===== src/rtl/rx_timer_pkg.sv =====
// rx_timer_pkg: shared defaults and width helpers for the RX bit-timing unit.
//   DEF_*     default parameter values for rx_bit_timer
//   bits_for  register width needed to hold 0..maxval (never less than 1)
package rx_timer_pkg;

  localparam int DEF_CLKS_PER_BIT  = 8;
  localparam int DEF_SAMPLE_POINT  = 3;
  localparam int DEF_BITS_PER_WORD = 8;
  localparam int DEF_HOLDOFF_CLKS  = 0;
  localparam int DEF_STUFF_RUN     = 6;

  function automatic int bits_for(input int maxval);
    int w;
    w = $clog2(maxval + 1);
    return (w < 1) ? 1 : w;
  endfunction

endpackage


===== src/rtl/flex_counter.sv =====
// flex_counter: enable-gated up counter that wraps to 0 on reaching rollover_val.
//   clk, n_rst     clock, async active-low reset
//   clear          synchronous clear of count and flag
//   count_enable   advance the count by one
//   rollover_val   count value at which the counter wraps (count returns to 0 on that step)
//   count_out      current count (never shows rollover_val)
//   rollover_flag  registered one-cycle pulse after the wrapping step
module flex_counter #(
  parameter int NUM_CNT_BITS = 4
) (
  input  logic                    clk,
  input  logic                    n_rst,
  input  logic                    clear,
  input  logic                    count_enable,
  input  logic [NUM_CNT_BITS-1:0] rollover_val,
  output logic [NUM_CNT_BITS-1:0] count_out,
  output logic                    rollover_flag
);

  logic [NUM_CNT_BITS-1:0] count_q, count_d, last_val;
  logic                    flag_q, flag_d;

  assign last_val = rollover_val - NUM_CNT_BITS'(1);

  always_comb begin
    count_d = count_q;
    flag_d  = 1'b0;
    if (clear) begin
      count_d = '0;
    end else if (count_enable) begin
      if (count_q == last_val) begin
        count_d = '0;
        flag_d  = 1'b1;
      end else begin
        count_d = count_q + NUM_CNT_BITS'(1);
      end
    end
  end

  always_ff @(posedge clk or negedge n_rst) begin
    if (!n_rst) begin
      count_q <= '0;
      flag_q  <= 1'b0;
    end else begin
      count_q <= count_d;
      flag_q  <= flag_d;
    end
  end

  assign count_out     = count_q;
  assign rollover_flag = flag_q;

endmodule


===== src/rtl/rx_bit_timer.sv =====
// rx_bit_timer: receive bit-timing recovery for the USB RX datapath.
// Resyncs the sample phase on each line edge, pulses shift_enable once per bit at
// SAMPLE_POINT, counts bits into words and pulses word_received per completed word.
// An optional post-word holdoff freezes phase counting for HOLDOFF_CLKS cycles.
// Optional feature macro: RX_BIT_STUFF_EN -- skip the sample point that follows
// STUFF_RUN consecutive sampled ones, flagging stuff_err if that slot reads 1.
// Ports:
//   clk, n_rst     clock, async active-low reset
//   d_edge         one-cycle pulse, line transition detected
//   rcving         high while a packet is being received
//   d_orig         decoded data bit, meaningful on sample points
//   shift_enable   one-cycle pulse: sample d_orig now
//   word_received  one-cycle pulse: BITS_PER_WORD bits have been shifted
//   bit_cnt        bits shifted into the current word
//   stuff_err      one-cycle pulse: stuffed-bit slot sampled as 1
module rx_bit_timer
  import rx_timer_pkg::*;
#(
  parameter int CLKS_PER_BIT  = DEF_CLKS_PER_BIT,
  parameter int SAMPLE_POINT  = DEF_SAMPLE_POINT,
  parameter int BITS_PER_WORD = DEF_BITS_PER_WORD,
  parameter int HOLDOFF_CLKS  = DEF_HOLDOFF_CLKS,
  parameter int STUFF_RUN     = DEF_STUFF_RUN
) (
  input  logic                                 clk,
  input  logic                                 n_rst,
  input  logic                                 d_edge,
  input  logic                                 rcving,
  input  logic                                 d_orig,
  output logic                                 shift_enable,
  output logic                                 word_received,
  output logic [$clog2(BITS_PER_WORD+1)-1:0]   bit_cnt,
  output logic                                 stuff_err
);

  localparam int PW = bits_for(CLKS_PER_BIT - 1);
  localparam int HW = bits_for(HOLDOFF_CLKS);
  localparam int CW = $clog2(BITS_PER_WORD + 1);

  if (SAMPLE_POINT >= CLKS_PER_BIT) begin : g_bad_sample_point
    $error("rx_bit_timer: SAMPLE_POINT must be below CLKS_PER_BIT");
  end

  logic [PW-1:0] phase_q, phase_d;
  logic [HW-1:0] holdoff_q, holdoff_d;
  logic          samp, stuff_slot, word_done;

  // Sample point reached; decoded from registered state only, so a d_edge in
  // this same cycle does not suppress the sample.
  assign samp         = rcving && (phase_q == PW'(SAMPLE_POINT)) && (holdoff_q == '0);
  assign shift_enable = samp && !stuff_slot;
  assign word_done    = shift_enable && (bit_cnt == CW'(BITS_PER_WORD - 1));

  always_comb begin
    phase_d = phase_q;
    if (!rcving || d_edge)                        phase_d = '0;
    else if (holdoff_q != '0)                     phase_d = phase_q;
    else if (phase_q == PW'(CLKS_PER_BIT - 1))    phase_d = '0;
    else                                          phase_d = phase_q + PW'(1);
  end

  always_comb begin
    holdoff_d = holdoff_q;
    if (!rcving)                holdoff_d = '0;
    else if (word_done)         holdoff_d = HW'(HOLDOFF_CLKS);
    else if (holdoff_q != '0)   holdoff_d = holdoff_q - HW'(1);
  end

  always_ff @(posedge clk or negedge n_rst) begin
    if (!n_rst) begin
      phase_q   <= '0;
      holdoff_q <= '0;
    end else begin
      phase_q   <= phase_d;
      holdoff_q <= holdoff_d;
    end
  end

  // Wrap of the bit counter is the word boundary; its registered flag is word_received.
  flex_counter #(.NUM_CNT_BITS(CW)) u_bit_cnt (
    .clk          (clk),
    .n_rst        (n_rst),
    .clear        (!rcving),
    .count_enable (shift_enable),
    .rollover_val (CW'(BITS_PER_WORD)),
    .count_out    (bit_cnt),
    .rollover_flag(word_received)
  );

`ifdef RX_BIT_STUFF_EN
  localparam int RW = bits_for(STUFF_RUN);

  logic [RW-1:0] ones_q, ones_d;
  logic          serr_q, serr_d;

  // The run never exceeds STUFF_RUN: the slot that follows always clears it.
  assign stuff_slot = (ones_q == RW'(STUFF_RUN));

  always_comb begin
    ones_d = ones_q;
    serr_d = 1'b0;
    if (!rcving) begin
      ones_d = '0;
    end else if (samp) begin
      if (stuff_slot) begin
        ones_d = '0;
        serr_d = d_orig;
      end else if (d_orig) begin
        ones_d = ones_q + RW'(1);
      end else begin
        ones_d = '0;
      end
    end
  end

  always_ff @(posedge clk or negedge n_rst) begin
    if (!n_rst) begin
      ones_q <= '0;
      serr_q <= 1'b0;
    end else begin
      ones_q <= ones_d;
      serr_q <= serr_d;
    end
  end

  assign stuff_err = serr_q;
`else
  logic unused_d_orig;
  assign unused_d_orig = d_orig;
  assign stuff_slot    = 1'b0;
  assign stuff_err     = 1'b0;
`endif

endmodule


===== config.mk =====
export PLATFORM = sky130hd
export DESIGN_NAME = rx_bit_timer
export DESIGN_NICKNAME = d
export VERILOG_FILES = /design/src/rtl/rx_timer_pkg.sv /design/src/rtl/flex_counter.sv /design/src/rtl/rx_bit_timer.sv
export SDC_FILE = /design/constraint.sdc
export NUM_CORES = 1
export LEC_CHECK = 0
export BUFFER_PORTS_ARGS = -buffer_cell sky130_fd_sc_hd__buf_2
export CORE_AREA = 2 2 39 41
export DETAILED_ROUTE_END_ITERATION = 10
export DIE_AREA = 0 0 41 43
export PLACE_DENSITY = 0.53
export SYNTH_ARGS = -nofsm -noshare
export SYNTH_HDL_FRONTEND = slang
export SYNTH_SLANG_ARGS = --single-unit

===== constraint.sdc =====
create_clock -name clk -period 3.72 [get_ports clk]
set_input_delay 0.186 -clock clk [delete_from_list [all_inputs] [get_ports clk]]
set_output_delay 0.186 -clock clk [all_outputs]
set_load 0.01 [all_outputs]

==> results of run 1 <==
## metrics by stage
step           area [um2]  setup WS, ns  utilization [%]
6_report              484          2.06             35.0
5_1_grt               484          1.98             35.0
4_1_cts               484          2.04             35.0
3_5_place_dp          452          2.32             32.6
3_3_place_gp          452          2.32             32.6
2_1_floorplan         399          2.38                -
## sequential cells by signal (all words and copies together), names as in the netlist
register                 flops
phase_q                      3
u_bit_cnt.count_out          4
u_bit_cnt.rollover_flag      1
## path summary, 6_finish.rpt
path                       startpoint                       to  slack [ns]  cells past startpoint
setup / recovery           phase_q[0]             shift_enable        2.06                      4
min in group asynchronous       n_rst   u_bit_cnt.count_out[0]        0.31                      2
hold reg to reg            phase_q[0]               phase_q[0]        0.44                      1
setup reg to reg           phase_q[0]  u_bit_cnt.rollover_flag        2.38                      4
max in group asynchronous       n_rst   u_bit_cnt.count_out[1]        3.24                      2
hold / removal                 d_edge               phase_q[0]        0.12                      2
## worst max-delay path, delay by kind of cell, from the launching register on
kind	cells	cell delay [ns]
fa+ha+maj	2	0.49
simple gates	1	0.22
flops	1	0.38
buf+inv	1	0.13
## Yosys cell counts
| cell | instances |
|---|---|
| buf_4 | 1 |
| a21bo_2 | 1 |
| clkbuf_2 | 1 |
| nor4b_1 | 1 |
| and3b_1 | 1 |
| nor4_1 | 1 |
| nor3_1 | 1 |
| nand4_1 | 1 |
| and2_2 | 1 |
| or3b_1 | 1 |
| a21oi_1 | 1 |
| nand2_1 | 2 |
| o22ai_1 | 1 |
| ha_1 | 4 |
| and2_1 | 1 |
| nand3b_1 | 2 |
| inv_1 | 2 |
| mux2i_1 | 2 |
| conb_1 | 1 |
| dfrtp_1 | 8 |
| nor2_1 | 1 |
## layout make-up
cell class	count	area share [%]
sequential	8	41.3
multi-input combinational	23	37.0
timing repair buffer	10	11.4
clock buffer	3	4.65
tap	16	4.13
inverter	2	1.55
## placed cells by master, fill, tap and decap left out
master,n
dfrtp_1,8
nor2_1,1
nor3_1,1
nand4_1,1
clkbuf_4,3
nand3b_1,2
and3b_1,1
conb_1,1
mux2i_1,2
inv_1,2
buf_2,9
nor4_1,1
and2_2,1
a21bo_2,1
a21oi_1,1
ha_1,4
and2_1,1
nor4b_1,1
nand2_1,2
o22ai_1,1
or3b_1,1
dlygate4sd3_1,1
## power by group through the flow
stage	logic, mW	clock network [mW]	registers [mW]
global route	0.0102	0.0746	0.0889
finish	0.00883	0.0651	0.0889
floorplan	0.00423	0	0.0903
CTS	0.00921	0.0689	0.0889
global placement	0.00839	0	0.0904
detailed placement	0.00836	0	0.0904
## kinds of logic after synthesis
| group | synth area share, % |
|---|---|
| flops | 50.2 |
| mux | 5.02 |
| other cells | 0.940 |
| compound gates | 5.33 |
| simple gates | 21.0 |
| buf+inv | 5.02 |
| fa+ha+maj | 12.5 |
## per-layer routing
| metal | track usage, % | wire (um) | vias to the layer above |
|---|---|---|---|
| met5 | 0 | 0 | - |
| met4 | 6.00 | 0 | 0 |
| met3 | 6.28 | 50 | 0 |
| met2 | 12.2 | 328 | 9 |
| met1 | 9.57 | 288 | 140 |
| li1 | - | - | 141 |
==> results.toml, run 1 <==
[outcome]
status = "completed"

[cts]
cts.sinks = 8
clock_latency_ns = 0.25
cts_buffer_depth = 2
cts_root_buffer = "clkbuf_4"
cts_setup_buffers = 0
cts_max_level = 1
cts_buffers = 3
hold_buffers = 1
clk_pin_slew_ns = 0.05
cts_resized = 0
cts_tree = "built"

[synthesis]
synth_top_area_cell = "dfrtp_1"
syn-num-nets = 44
synth_area_leaders = "dfrtp_1 (50%), ha_1 (13%), mux2i_1 (5.0%), nand3b_1 (3.8%), a21bo_2 (2.5%)"
synth_top_area_share_pct = 50.2
yosysWarnings = 0
yosysSeqAreaShare_pct = 50.2
synth_area_um2 = 399
syn_area_per_cell_um2 = 11.4
synthCells = 35
yosys_register_bits = 8
ys_types = 21

[final_layout]
area_growth_pct = 21.3
antenna_cells = 0
multi_input_area_um2 = 179
final_cells = 62
finalNetCount = 57
drive_gt1_share_pct = 30.4
seqCellArea_um2 = 200
fillCellCount = 151

[power]
p_total_uw = 163
p_comb_share_pct = 5.4
cellLeakagePower_nw = 0.267
p_seq_share_pct = 54.6
p_sw_share_pct = 20.9
ir_drop_mv = 0.129
p_sw_uw = 34.1
p_clk_share_pct = 40.0
p_int_uw = 129
p_per_area_nw_per_um2 = 336

[grt]
grt-ovfl-total = 0
grt_pass1_wl_um = 972
antenna_found_initial = 0
grt_max_degree = 9
grt_use_total_pct = 9.01
grt_pass1_vias = 259

[placed_design]
io_buffers = 9
dp_cells = 58
place_congestion = 0.615
hpwlAfterDp_um = 531

[setup_path]
cp_slowest_cell = "dfrtp_1"
crit_chain = "ha_1 -> ha_1 -> and2_2 -> buf_2"
crit_top_cell = "ha_1"
setup.worst_path.end_class = "primary output"
worstPathArrival_ns = 1.47
cp_data_required_time_ns = 3.53
path_class = "flop to primary output"
worstSetupStartpointType = "flop"
cpPeakStageDelay_ns = 0.38
crit_fanout = 7

[die]
dieArea_um2 = 1760
core_area_um2 = 1380
ios = 12
rows = 14
die_w_um = 41
die_h_um = 43
start_util_pct = 28.8

[routing]
ant_nets = 0
drt-initial-drc-count = 0
post_drt_wl_per_cell_um = 10.8
via_per_inst = 4.68
vias = 290
route.detailed.drc = 0
routed_wl_um = 667
first_pass_iters = 1

[timing]
finalSetupViolCount = 0
period_needed_ns = 1.66
rsz0062_at_grt = "false"
max_freq_mhz = 602
holdWs_ns = 0.115
finalHoldViolations = 0
min_period_over_period_pct = 44.6
setup_tns_ns = 0
drv_slew = 0
final.setup_skew_ns = 0.00116

[hold_path]
hp-class = "primary input to flop"

[run]
maxCapViolCount = 0
Note: power is estimated with default switching activity, not from simulation.
==> inputs of run 2 (changes only) <==
==> constraint.sdc (replaced) <==
create_clock -name clk -period 1.55 [get_ports clk]
set_input_delay 0.0775 -clock clk [delete_from_list [all_inputs] [get_ports clk]]
set_output_delay 0.0775 -clock clk [all_outputs]
set_load 0.01 [all_outputs]
==> results.toml, run 2 (synthesis gave the netlist of run 1 again) <==
[power]
p_per_area_nw_per_um2 = 793
ir_drop_mv = 0.275
p_int_uw = 309
p_seq_share_pct = 54.1
p_total_uw = 394
p_sw_share_pct = 21.5
cellLeakagePower_nw = 0.268
p_clk_share_pct = 40.4
p_comb_share_pct = 5.5
p_sw_uw = 84.6

[outcome]
status = "completed"

[timing]
max_freq_mhz = 680
setup_tns_ns = 0
min_period_over_period_pct = 94.9
final.setup_skew_ns = 0.00130
finalSetupViolCount = 0
finalHoldViolations = 0
drv_slew = 0
rsz0062_at_grt = "false"
period_needed_ns = 1.47

[final_layout]
antenna_cells = 0
mostFrequentLayoutCells = "buf_2 (9), dfrtp_1 (8), ha_1 (3), clkbuf_4 (3)"
largest_register_ffs = 4
final_util_pct = 35.9
fillCellCount = 151
drive_gt1_share_pct = 32.6
area_growth_pct = 24.5
final_common_cell = "buf_2"
final_area_um2 = 497
finalNetCount = 57

[setup_path]
setup.worst_path.end_class = "primary output"
worstPathArrival_ns = 1.39
cp_data_required_time_ns = 1.47
path_class = "flop to primary output"
crit_fanout = 7
worstSetupStartpointType = "flop"

[die]
die_w_um = 41
dieArea_um2 = 1760
ios = 12
die_h_um = 43
core_area_um2 = 1380
start_util_pct = 28.8
rows = 14

[cts]
cts_buffer_depth = 2
clk_pin_slew_ns = 0.06
cts_setup_buffers = 0
clock_latency_ns = 0.25
cts.sinks = 8
cts_root_buffer = "clkbuf_4"
cts_max_level = 1
cts_tree = "built"
cts_buffers = 3

[routing]
post_drt_wl_per_cell_um = 10.7
via_per_inst = 4.58
vias = 284
route.detailed.drc = 0
ant_nets = 0
first_pass_iters = 1
routed_wl_um = 664
drt-initial-drc-count = 0

[placed_design]
io_buffers = 9
place_congestion = 0.615
post_dp_cell_area_um2 = 452

[hold_path]
hp-class = "primary input to flop"

[grt]
grt_use_total_pct = 9.53
grt_pass1_vias = 256
grt_pass1_wl_mm = 1.06
grt_max_degree = 9
grt-ovfl-total = 0
antenna_found_initial = 0

[run]
maxCapViolCount = 0
-- run 2: cell counts in the layout (fill, tap and decap cells not counted) --
No cell type changed its count.
-- run 2: worst paths after layout --
path,startpoint,endpoint,slack (ns),cells after the start
worst max register to register,phase_q[0],u_bit_cnt.rollover_flag,0.30,4
worst min-delay path,d_edge,phase_q[0],0.005,2
max in group asynchronous,n_rst,phase_q[1],1.18,2
worst min register to register,phase_q[0],phase_q[0],0.44,1
min in group asynchronous,n_rst,u_bit_cnt.count_out[0],0.20,2
worst max-delay path,phase_q[0],shift_enable,0.08,4
-- run 2: worst max-delay path, cell delays in order, from the launching register on --
cell	delay [ns]
dfrtp_1	0.38
ha_1	0.24
ha_4	0.20
and2_2	0.19
buf_2	0.13
-- run 2: final cells by class --
class | instances | area [um2] | share of cell area [%]
clock buffers | 3 | 22.5 | 4.53
repair buffers | 10 | 55.1 | 11.1
flip-flops and latches | 8 | 200 | 40.3
inverters | 2 | 7.51 | 1.51
multi-input cells | 23 | 191 | 38.5
well taps | 16 | 20.0 | 4.03
-- run 2: routing by layer --
| layer | GRT usage (%) | share of wire (%) | up-vias |
|---|---|---|---|
| met5 | 0 | 0 | - |
| met4 | 8.00 | 0 | 0 |
| met3 | 3.14 | 7.7 | 0 |
| met2 | 12.2 | 47 | 9 |
| met1 | 12.3 | 45 | 132 |
| li1 | - | - | 143 |
-- run 2: what timing repair did --
| item | 4_1_cts | 5_1_grt |
|---|---|---|
| endpoints found under the hold margin | 8 | 0 |
| hold buffers | 1 | 0 |
| resized for setup | 1 | 1 |
| endpoints found under the setup margin | 1 | 1 |
-- run 2: power by group through the flow --
stage          registers, mW  logic [mW]  clock network, mW
2_1_floorplan          0.217      0.0101                  0
3_3_place_gp           0.217      0.0201                  0
3_5_place_dp           0.217      0.0206                  0
4_1_cts                0.213      0.0226              0.168
5_1_grt                0.213      0.0251              0.178
6_report               0.213      0.0218              0.159
-- run 2: per-stage QoR --
stage / worst slack [ns] / hold slack, ns / instances
floorplan: 0.206 / -0.218 / 35
global placement: 0.226 / -0.0664 / 58
detailed placement: 0.209 / -0.0583 / 58
CTS: 0.0503 / 0.00121 / 62
global route: 0.0163 / 0.00537 / 62
finish: 0.0789 / 0.00510 / 62
